File: src/rtl/uart_frame_rx_if.sv
// Serial receive bundle: the rx line in, and the assembled payload with its status pulses out.
interface uart_frame_rx_if #(
   parameter int PAYLOAD_W = 162
);
   logic                 rx_in;
   logic [PAYLOAD_W-1:0] data_out;
   logic                 ready;
   logic                 frame_err;
   logic                 parity_err;
   logic                 busy;

   modport master (
      output rx_in,
      input  data_out, ready, frame_err, parity_err, busy
   );

   modport slave (
      input  rx_in,
      output data_out, ready, frame_err, parity_err, busy
   );
endinterface

File: src/rtl/uart_frame_rx.sv
// Multi-byte UART frame receiver: 3-sample majority vote, optional per-byte parity,
// stop-bit and inter-byte timeout checks; the payload is published only for clean frames.
//
// state   | meaning
// --------+-----------------------------------------------------------
// S_IDLE  | line idle, waiting for the start edge of byte 0
// S_START | timing the start bit; a high vote is a false start
// S_DATA  | 8 data bits, LSB first, into the payload register
// S_PAR   | parity bit, mismatch latched for the whole frame
// S_STOP  | stop bit, decided mid-bit so the next start edge is caught
// S_GAP   | between bytes, inter-byte timeout running
module uart_frame_rx #(
   parameter int CLKS_PER_BIT = 868,
   parameter int PAYLOAD_W    = 162,
   parameter int PARITY       = 0,
   parameter int GAP_BITS     = 20
) (
   input  logic            clk_in,
   input  logic            rst_in,
   uart_frame_rx_if.slave  bus
);

   localparam int NUM_BYTES = (PAYLOAD_W + 7) / 8;
   localparam int H         = CLKS_PER_BIT / 2;
   localparam int CNT_W     = $clog2(CLKS_PER_BIT);
   localparam int BYTE_W    = (NUM_BYTES > 1) ? $clog2(NUM_BYTES) : 1;
   localparam int IDX_W     = BYTE_W + 3;
   localparam int GAP_LIM   = GAP_BITS * CLKS_PER_BIT;
   localparam int GAP_W     = $clog2(GAP_LIM + 1);
   localparam bit ODD       = (PARITY == 2);

   typedef enum logic [2:0] {S_IDLE, S_START, S_DATA, S_PAR, S_STOP, S_GAP} state_t;

   state_t               r_state, w_state_nx;
   logic                 r_sync1, r_sync2, r_rxs_d;
   logic [CNT_W-1:0]     r_cnt;
   logic                 r_s0, r_s1;
   logic [2:0]           r_bit_idx;
   logic [BYTE_W-1:0]    r_byte_idx;
   logic [PAYLOAD_W-1:0] r_pay, r_data;
   logic                 r_xor, r_par_flag, r_from_gap;
   logic [GAP_W-1:0]     r_gap;
   logic                 r_ready, r_ferr, r_perr;

   logic                 w_fall, w_vote, w_mid, w_end, w_par_bad;
   logic [IDX_W-1:0]     w_idx;
   logic                 w_ready_set, w_ferr_set, w_perr_set, w_enter_start, w_byte_inc;

   // A falling edge needs rxs seen high first, so a line stuck low after a bad stop bit cannot restart a frame.
   assign w_fall    = r_rxs_d & ~r_sync2;
   assign w_vote    = (r_s0 & r_s1) | (r_s0 & r_sync2) | (r_s1 & r_sync2);
   assign w_mid     = (r_cnt == CNT_W'(H + 1));
   assign w_end     = (r_cnt == CNT_W'(CLKS_PER_BIT - 1));
   assign w_par_bad = r_xor ^ w_vote ^ ODD;
   assign w_idx     = {r_byte_idx, r_bit_idx};

   always_ff @(posedge clk_in or negedge rst_in) begin
      if (!rst_in) begin
         r_sync1 <= 1'b1;
         r_sync2 <= 1'b1;
         r_rxs_d <= 1'b1;
      end else begin
         r_sync1 <= bus.rx_in;
         r_sync2 <= r_sync1;
         r_rxs_d <= r_sync2;
      end
   end

   always_ff @(posedge clk_in or negedge rst_in) begin
      if (!rst_in) begin
         r_cnt <= '0;
         r_s0  <= 1'b1;
         r_s1  <= 1'b1;
      end else begin
         if (r_state == S_IDLE || r_state == S_GAP || w_end) r_cnt <= '0;
         else                                                 r_cnt <= r_cnt + 1'b1;
         if (r_cnt == CNT_W'(H - 1)) r_s0 <= r_sync2;
         if (r_cnt == CNT_W'(H))     r_s1 <= r_sync2;
      end
   end

   always_ff @(posedge clk_in or negedge rst_in) begin
      if (!rst_in) r_state <= S_IDLE;
      else         r_state <= w_state_nx;
   end

   always_comb begin
      w_state_nx    = r_state;
      w_ready_set   = 1'b0;
      w_ferr_set    = 1'b0;
      w_perr_set    = 1'b0;
      w_enter_start = 1'b0;
      w_byte_inc    = 1'b0;
      unique case (r_state)
         S_IDLE: begin
            if (w_fall) begin
               w_state_nx    = S_START;
               w_enter_start = 1'b1;
            end
         end
         S_START: begin
            if (w_mid && w_vote) w_state_nx = r_from_gap ? S_GAP : S_IDLE;
            else if (w_end)      w_state_nx = S_DATA;
         end
         S_DATA: begin
            if (w_end && r_bit_idx == 3'd7) w_state_nx = (PARITY != 0) ? S_PAR : S_STOP;
         end
         S_PAR: begin
            if (w_end) w_state_nx = S_STOP;
         end
         S_STOP: begin
            if (w_mid) begin
               if (!w_vote) begin
                  w_ferr_set = 1'b1;
                  w_state_nx = S_IDLE;
               end else if (r_par_flag) begin
                  w_perr_set = 1'b1;
                  w_state_nx = S_IDLE;
               end else if (r_byte_idx == BYTE_W'(NUM_BYTES - 1)) begin
                  w_ready_set = 1'b1;
                  w_state_nx  = S_IDLE;
               end else begin
                  w_byte_inc = 1'b1;
                  w_state_nx = S_GAP;
               end
            end
         end
         S_GAP: begin
            // A start edge on the expiry cycle keeps the frame alive.
            if (w_fall) begin
               w_state_nx    = S_START;
               w_enter_start = 1'b1;
            end else if (r_gap == '0) begin
               w_ferr_set = 1'b1;
               w_state_nx = S_IDLE;
            end
         end
         default: w_state_nx = S_IDLE;
      endcase
   end

   always_ff @(posedge clk_in or negedge rst_in) begin
      if (!rst_in) begin
         r_bit_idx  <= '0;
         r_byte_idx <= '0;
         r_pay      <= '0;
         r_xor      <= 1'b0;
         r_par_flag <= 1'b0;
         r_from_gap <= 1'b0;
         r_gap      <= '0;
         r_data     <= '0;
         r_ready    <= 1'b0;
         r_ferr     <= 1'b0;
         r_perr     <= 1'b0;
      end else begin
         r_ready <= w_ready_set;
         r_ferr  <= w_ferr_set;
         r_perr  <= w_perr_set;
         if (w_ready_set) r_data <= r_pay;

         if (w_enter_start) begin
            r_bit_idx  <= '0;
            r_xor      <= 1'b0;
            r_from_gap <= (r_state == S_GAP);
            if (r_state == S_IDLE) begin
               r_byte_idx <= '0;
               r_pay      <= '0;
               r_par_flag <= 1'b0;
            end
         end

         if (r_state == S_DATA) begin
            if (w_mid) begin
               r_xor <= r_xor ^ w_vote;
               // Bits of the final byte beyond the payload width have no slot and fall away here.
               for (int p = 0; p < PAYLOAD_W; p++) begin
                  if (w_idx == IDX_W'(p)) r_pay[p] <= w_vote;
               end
            end
            if (w_end) r_bit_idx <= r_bit_idx + 1'b1;
         end

         if (r_state == S_PAR && w_mid && w_par_bad) r_par_flag <= 1'b1;

         if (w_byte_inc) begin
            r_byte_idx <= r_byte_idx + 1'b1;
            r_gap      <= GAP_W'(GAP_LIM - 1);
         end else if (r_state == S_GAP && !w_fall && r_gap != '0) begin
            r_gap <= r_gap - 1'b1;
         end
      end
   end

   assign bus.data_out   = r_data;
   assign bus.ready      = r_ready;
   assign bus.frame_err  = r_ferr;
   assign bus.parity_err = r_perr;
   assign bus.busy       = (r_state != S_IDLE);

endmodule

File: src/flat_wrapper.sv
// flat-port wrapper written by rule: the top's interface ports become plain ports
module uart_frame_rx_flat 
#(
   parameter int CLKS_PER_BIT = 868,
   parameter int PAYLOAD_W    = 162,
   parameter int PARITY       = 0,
   parameter int GAP_BITS     = 20
)
  (clk_in, rst_in, bus_rx_in, bus_data_out, bus_ready, bus_frame_err, bus_parity_err, bus_busy);
  uart_frame_rx_if #(.PAYLOAD_W(PAYLOAD_W)) bus_i ();
  input  logic clk_in;
  input  logic rst_in;
  input wire logic [$bits(bus_i.rx_in)-1:0] bus_rx_in;
  output wire logic [$bits(bus_i.data_out)-1:0] bus_data_out;
  output wire logic [$bits(bus_i.ready)-1:0] bus_ready;
  output wire logic [$bits(bus_i.frame_err)-1:0] bus_frame_err;
  output wire logic [$bits(bus_i.parity_err)-1:0] bus_parity_err;
  output wire logic [$bits(bus_i.busy)-1:0] bus_busy;
  assign bus_i.rx_in = bus_rx_in;
  assign bus_data_out = bus_i.data_out;
  assign bus_ready = bus_i.ready;
  assign bus_frame_err = bus_i.frame_err;
  assign bus_parity_err = bus_i.parity_err;
  assign bus_busy = bus_i.busy;
  uart_frame_rx #(.CLKS_PER_BIT(CLKS_PER_BIT), .PAYLOAD_W(PAYLOAD_W), .PARITY(PARITY), .GAP_BITS(GAP_BITS)) u_core (.clk_in(clk_in), .rst_in(rst_in), .bus(bus_i));
endmodule
File: config.mk
export PLATFORM = sky130hd
export DESIGN_NAME = uart_frame_rx_flat
export DESIGN_NICKNAME = d
export VERILOG_FILES = /design/src/rtl/uart_frame_rx_if.sv /design/src/rtl/uart_frame_rx.sv /design/src/flat_wrapper.sv
export SDC_FILE = /design/constraint.sdc
export NUM_CORES = 1
export LEC_CHECK = 0
export CORE_MARGIN = 2
export CORE_UTILIZATION = 32
export CTS_CLUSTER_DIAMETER = 30
export DETAILED_ROUTE_END_ITERATION = 10
export PLACE_DENSITY = 0.62
export SLEW_MARGIN = 5
export SYNTH_ARGS = -nofsm -noshare
export SYNTH_HDL_FRONTEND = slang
export SYNTH_SLANG_ARGS = --single-unit
File: constraint.sdc
create_clock -name clk_in -period 2.3 [get_ports clk_in]
set_clock_uncertainty 0.05 [all_clocks]
set_input_delay 0.46 -clock clk_in [delete_from_list [all_inputs] [get_ports clk_in]]
set_output_delay 0.46 -clock clk_in [all_outputs]
set_load 0.05 [all_outputs]
[Word-level counts from Yosys, hierarchy flattened]
Index checks and enable logic that the tools add are counted.
Cells by class
  $add $sub $neg: 4
  equal/unequal tests: 178
  mux-type cells: 215
  bitwise logic cells: 8
  reductions and logical operators: 23
Operators with widths (count)
  $mux 162: 4
  $eq 8x7->1 const B: 64
  $eq 8x8->1 const B: 34
  $eq 8x6->1 const B: 32
  $mux 1: 188
  $eq 8x5->1 const B: 16
  $eq 8x4->1 const B: 8
  $mux 3: 15
  $eq 8x3->1 const B: 4
  $eq 10x9->1 const B: 3
  $mux 15: 2
  $pmux 3 s6: 1
  $eq 8x2->1 const B: 2
  $logic_not 15->1: 1
  $mux 5: 3
  $reduce_bool 15->1: 1
  $sub 15x1->15 const B: 1
  $add 10x1->10 const B: 1
  $eq 10x10->1 const B: 1
  $mux 10: 1
  $reduce_bool 2->1: 5
  $eq 3x3->1 const B: 3
  $eq 8x1->1 const B: 1
  $logic_not 8->1: 1
  21 further kinds: 36
Word-level totals
  bits in registers: 371
  input bits: 3
  output and inout port bits: 166
  word-level logic and storage cells: 446

[Longest topological paths before layout]
  word-level depth: 8
  gate-level depth with buffers: 9
  gate-level depth less buffers: 7

[Worst setup path after synthesis]
OpenSTA, ideal clock, no wires.
  kind: flip-flop to flip-flop
  from: register u_core.r_gap[7]
  to: register u_core.r_gap[7]
  library setup time: 132 ps
  arrival: 2220 ps
  required time: 2118 ps
  slack: -101 ps
  cell stages (with the launch flop): 8
  path buffers: 2
  path through: dfrtp_1 -> or4_4 -> or4b_4 -> buf_6 -> o2111ai_2 -> buf_6 -> nor3_1 -> or3b_1
Between the ends
  word-level cells in the longest chain between the ends: 3
  elaborated cells between the ends (all ways): 6
  classes of those cells: add/sub: 1; mux: 2; reduce/logical: 3
RTL lines
  start, declared: line uart_frame_rx.sv:42  | logic [GAP_W-1:0] r_gap;
  start signal, assigned: line uart_frame_rx.sv:187  | r_gap <= GAP_W'(GAP_LIM - 1);
  start signal, assigned: line uart_frame_rx.sv:189  | r_gap <= r_gap - 1'b1;
  $sub 15x1->15 or $reduce_bool 15->1 (tied branches): line uart_frame_rx.sv:189, uart_frame_rx.sv:188
  $mux 15 or $logic_and 1x1->1 (tied branches): line uart_frame_rx.sv:188  | end else if (r_state == S_GAP && !w_fall && r_gap != '0) begin
  $mux 15 or $reduce_bool 2->1 (tied branches)
Several ways; a longest one is shown, not always the timed one. The select of a mux whose other input is x is not followed.
A chain may end at the register's enable or synchronous reset.

[Worst setup path after layout]
  from: register u_core.r_gap[7]
  to: register u_core.r_state[1]
Between the ends
  word-level cells in the longest chain between the ends: 3
RTL lines
  $logic_not 15->1: line uart_frame_rx.sv:133  | end else if (r_gap == '0) begin
  $ne 3x2->1 (no line)
  $reduce_and 6->1 (no line)
  end signal, assigned: line uart_frame_rx.sv:84  | else r_state <= w_state_nx;
  end, declared: line uart_frame_rx.sv:34  | state_t r_state, w_state_nx;
No other way between the ends.

==> impl_metrics.py <==
metrics = {
    "timing": {
        "fin_crit_ns": 2.34,
        "fin_hold_ws_ns": 0.259,
        "final_hold_viol_count": 0,
        "maxSlewViolCount": 0,
        "fmax_mhz": 428,
        "rsz0062_at_grt": "true",
        "max_slew.worst_pin.slew_ns": 0.805,
        "period_share_pct": 102,
        "setup_slack_ns": -0.0390,
        "timing.slew.headroom_pct": 45.7,
        "setup_violations": 3,
    },
    "min_path": {
        "hp-class": "in2reg",
        "min-delay-start": "bus_rx_in",
        "whs_path_depth": 1,
        "min_to": "u_core.r_sync1$_DFF_PN1_",
    },
    "worst_setup_path": {
        "rr_worst_depth": 5,
        "startpoint": "u_core.r_gap[7]$_DFFE_PN0P_",
        "r2r_slack_ns": -0.04,
        "critPathSlowestCell": "or4b_4",
        "cp.required_ns": 2.72,
        "critPathLaunchType": "register",
        "crit_arrival_ns": 2.76,
        "path_cells": "or4_4, or4b_4, o21ai_4, o2111ai_4, mux2_4",
        "path_class": "reg2reg",
        "rr_endpoint": "u_core.r_state[1]$_DFFE_PN0P_",
        "slowest_delay_ns": 0.55,
        "reg2reg_from": "u_core.r_gap[7]$_DFFE_PN0P_",
        "crit_fanout": 5,
        "crit_path_end_kind": "register",
    },
    "drt": {
        "post_drt_wl_per_cell_um": 20.1,
        "drc_errors": 0,
        "wl_met2_mm": 20.8,
        "wl_met1_mm": 18.8,
        "viasPerCell": 5.27,
        "dr_total_vias": 11319,
        "highest_layer": "met4",
        "dr.pass1.iters": 5,
        "drt_first_iter_violations": 879,
        "wl_met3_mm": 2.35,
        "routed_wl_mm": 43.3,
        "detail-route-antenna-nets": 0,
    },
    "finish": {
        "stdcell_area_mm2": 0.0216,
        "antenna_cells": 0,
        "drive_gt1_share_pct": 21.9,
        "final_cells": 2149,
        "synthToLayoutAreaGrowth_pct": 39.0,
        "nets": 1476,
    },
    "floorplanning": {
        "row_count": 80,
        "coreArea_mm2": 0.0479,
        "die_y_um": 225,
        "start_util_pct": 32.5,
        "dieArea_mm2": 0.0505,
        "pin_count": 169,
        "die_w_um": 225,
    },
    "synth": {
        "yosys.area.top_type": "dfrtp_1",
        "netlist_instances": 1224,
        "yosysSeqAreaShare_pct": 59.6,
        "synth_ff_type": "dfrtp_1",
        "synth_edf_count": 0,
        "syn_nets": 1239,
        "synthDistinctLibCells": 53,
        "yosys_warnings": 0,
        "synth_top_cell_area_share_pct": 58.8,
        "synthTopCellsByCount": "dfrtp_1 (366), o31ai_1 (166), o211ai_1 (164), mux2_1 (124), clkbuf_1 (114)",
        "synthTopCellsByArea": "dfrtp_1 (59%), mux2_1 (9.0%), o31ai_1 (8.0%)",
        "yosysMostFrequentCell": "dfrtp_1",
        "async_flop_share_pct": 100,
        "syn_area_per_cell_um2": 12.7,
        "synth_seq_cells": 371,
        "synth_area_mm2": 0.0156,
    },
    "outcome": {
        "status": "finished with violations",
        "violations": "setup timing",
    },
    "global_routing": {
        "grt_max_degree": 127,
        "track_usage_pct": 17.0,
        "grt_pass1_wl_mm": 66.0,
        "gr-total-overflow": 0,
        "first_global_vias": 11313,
        "grt_antenna_before_repair": 0,
    },
    "clocking": {
        "clock_sinks": 371,
        "cts_tree": "yes",
        "numCtsBuffers": 86,
        "htreeDepth": 3,
        "root_buffer": "clkbuf_16",
        "insertion_delay_ns": 0.59,
        "path_clk_slew_ns": 0.04,
        "clk_path_buf_depth": 3,
    },
    "run": {
        "maxCapViolations": 0,
    },
    "pwr": {
        "ir_drop_mv": 0.427,
        "power.leakage_nw": 10.9,
        "total_power_w": 0.0204,
        "power.density_mw_per_mm2": 944,
    },
    "place": {
        "post_dp_cell_area_mm2": 0.0184,
        "gp_congestion": 0.798,
        "dp_cells": 1975,
        "port_buffers": 168,
        "dp_slack_ns": -0.0887,
        "dp_hpwl_mm": 26.8,
    },
}
cells by family after synthesis:
logic type                 synth area share (%)
DFF                                        59.6
AOI/OAI and AO/OA                          17.3
muxes                                      12.2
and+or+nand+nor                            5.42
buffers and inverters                      3.53
xor gates and xnor gates                  0.899
adders and majority gates                  1.03
cells in the final DEF (no fill, tap or decap), types with 5 or more instances in the layout:
cell type        count
dfrtp_1            364
o31ai_1            166
o211ai_1           164
mux2_1             122
buf_4               91
dlygate4sd2_1       91
clkbuf_16           89
mux2_2              42
clkdlybuf4s50_1     42
nor2_1              30
dlymetal6s2s_1      30
nand2_1             29
nand3_1             19
nand4_1             18
clkbuf_8            17
o21ai_0             13
inv_1               12
ha_1                12
buf_12              12
inv_6               11
clkbuf_1            11
xor2_1              10
bufinv_16           10
or3_1                9
clkinv_2             9
clkinvlp_4           7
clkinv_4             7
buf_6                7
nor2b_1              6
xnor2_1              6
and3_1               5
dfstp_2              5
metal layers:
layer | global-route usage (%) | up-vias
met5 | 0 | -
met4 | 7.41 | 0
met3 | 3.84 | 78
met2 | 27.3 | 341
met1 | 22.0 | 5713
li1 | - | 5187
critical path, delay by kind of cell, from the launching register on:
family / cells / cell delay (ns)
multiplexers: 1 / 0.35
AND/OR/NAND/NOR: 2 / 1.09
AO/OA/AOI/OAI: 2 / 0.37
flip-flops: 1 / 0.37
per-stage QoR:
step	utilization, %	setup TNS, ns
detailed placement	38.4	-1.27
global route	45.2	-0.352
CTS	44.7	-0.265
global placement	38.4	-0.293
floorplan	-	-0.278
finish	45.2	-0.0811
worst max path at each step:
stage          slack (ns)                             to
2_1_floorplan       -0.10    u_core.r_gap[7]$_DFFE_PN0P_
4_1_cts             -0.08  u_core.r_state[1]$_DFFE_PN0P_
3_5_place_dp        -0.09  u_core.r_state[1]$_DFFE_PN0P_
3_3_place_gp        -0.03  u_core.r_state[1]$_DFFE_PN0P_
5_1_grt             -0.09  u_core.r_state[0]$_DFFE_PN0P_
6_report            -0.04  u_core.r_state[1]$_DFFE_PN0P_
area by class of cell:
cell class	instances	area [um^2]
clock buffer	117	2500
multi-input combinational	714	5860
timing repair buffer	276	2630
clock inverter	44	556
inverter	12	45.0
fill	4285	26300
sequential	371	9290
tap	615	769
report_power, final:
part           switching [W]  internal [W]
sequential         0.0000507       0.00661
clock                0.00380       0.00874
combinational       0.000835      0.000396
total                0.00469        0.0157
flip-flops by register name, summed over array words and instances (netlist names):
register / flops
u_core.r_cnt: 10
u_core.r_bit_idx: 3
u_core.bus.frame_err: 1
u_core.r_sync1: 1
u_core.r_s0: 1
u_core.bus.parity_err: 1
u_core.r_byte_idx: 5
u_core.bus.ready: 1
u_core.r_xor: 1
u_core.r_state: 3
u_core.r_sync2: 1
u_core.r_gap: 15
u_core.bus.data_out: 162
u_core.r_rxs_d: 1
u_core.r_par_flag: 1
u_core.r_from_gap: 1
u_core.r_s1: 1
u_core.r_pay: 162
timing repair:
item / 4_1_cts / 5_1_grt
setup buffers: 4 / 6
endpoints found under the setup margin: 155 / 231
endpoints found under the hold margin: 34 / 0
hold buffers: 1 / 0
gates cloned: 0 / 2
pin swaps: 3 / 6
gates resized for setup: 103 / 46
No activity file was read; power rests on OpenSTA's default activity.
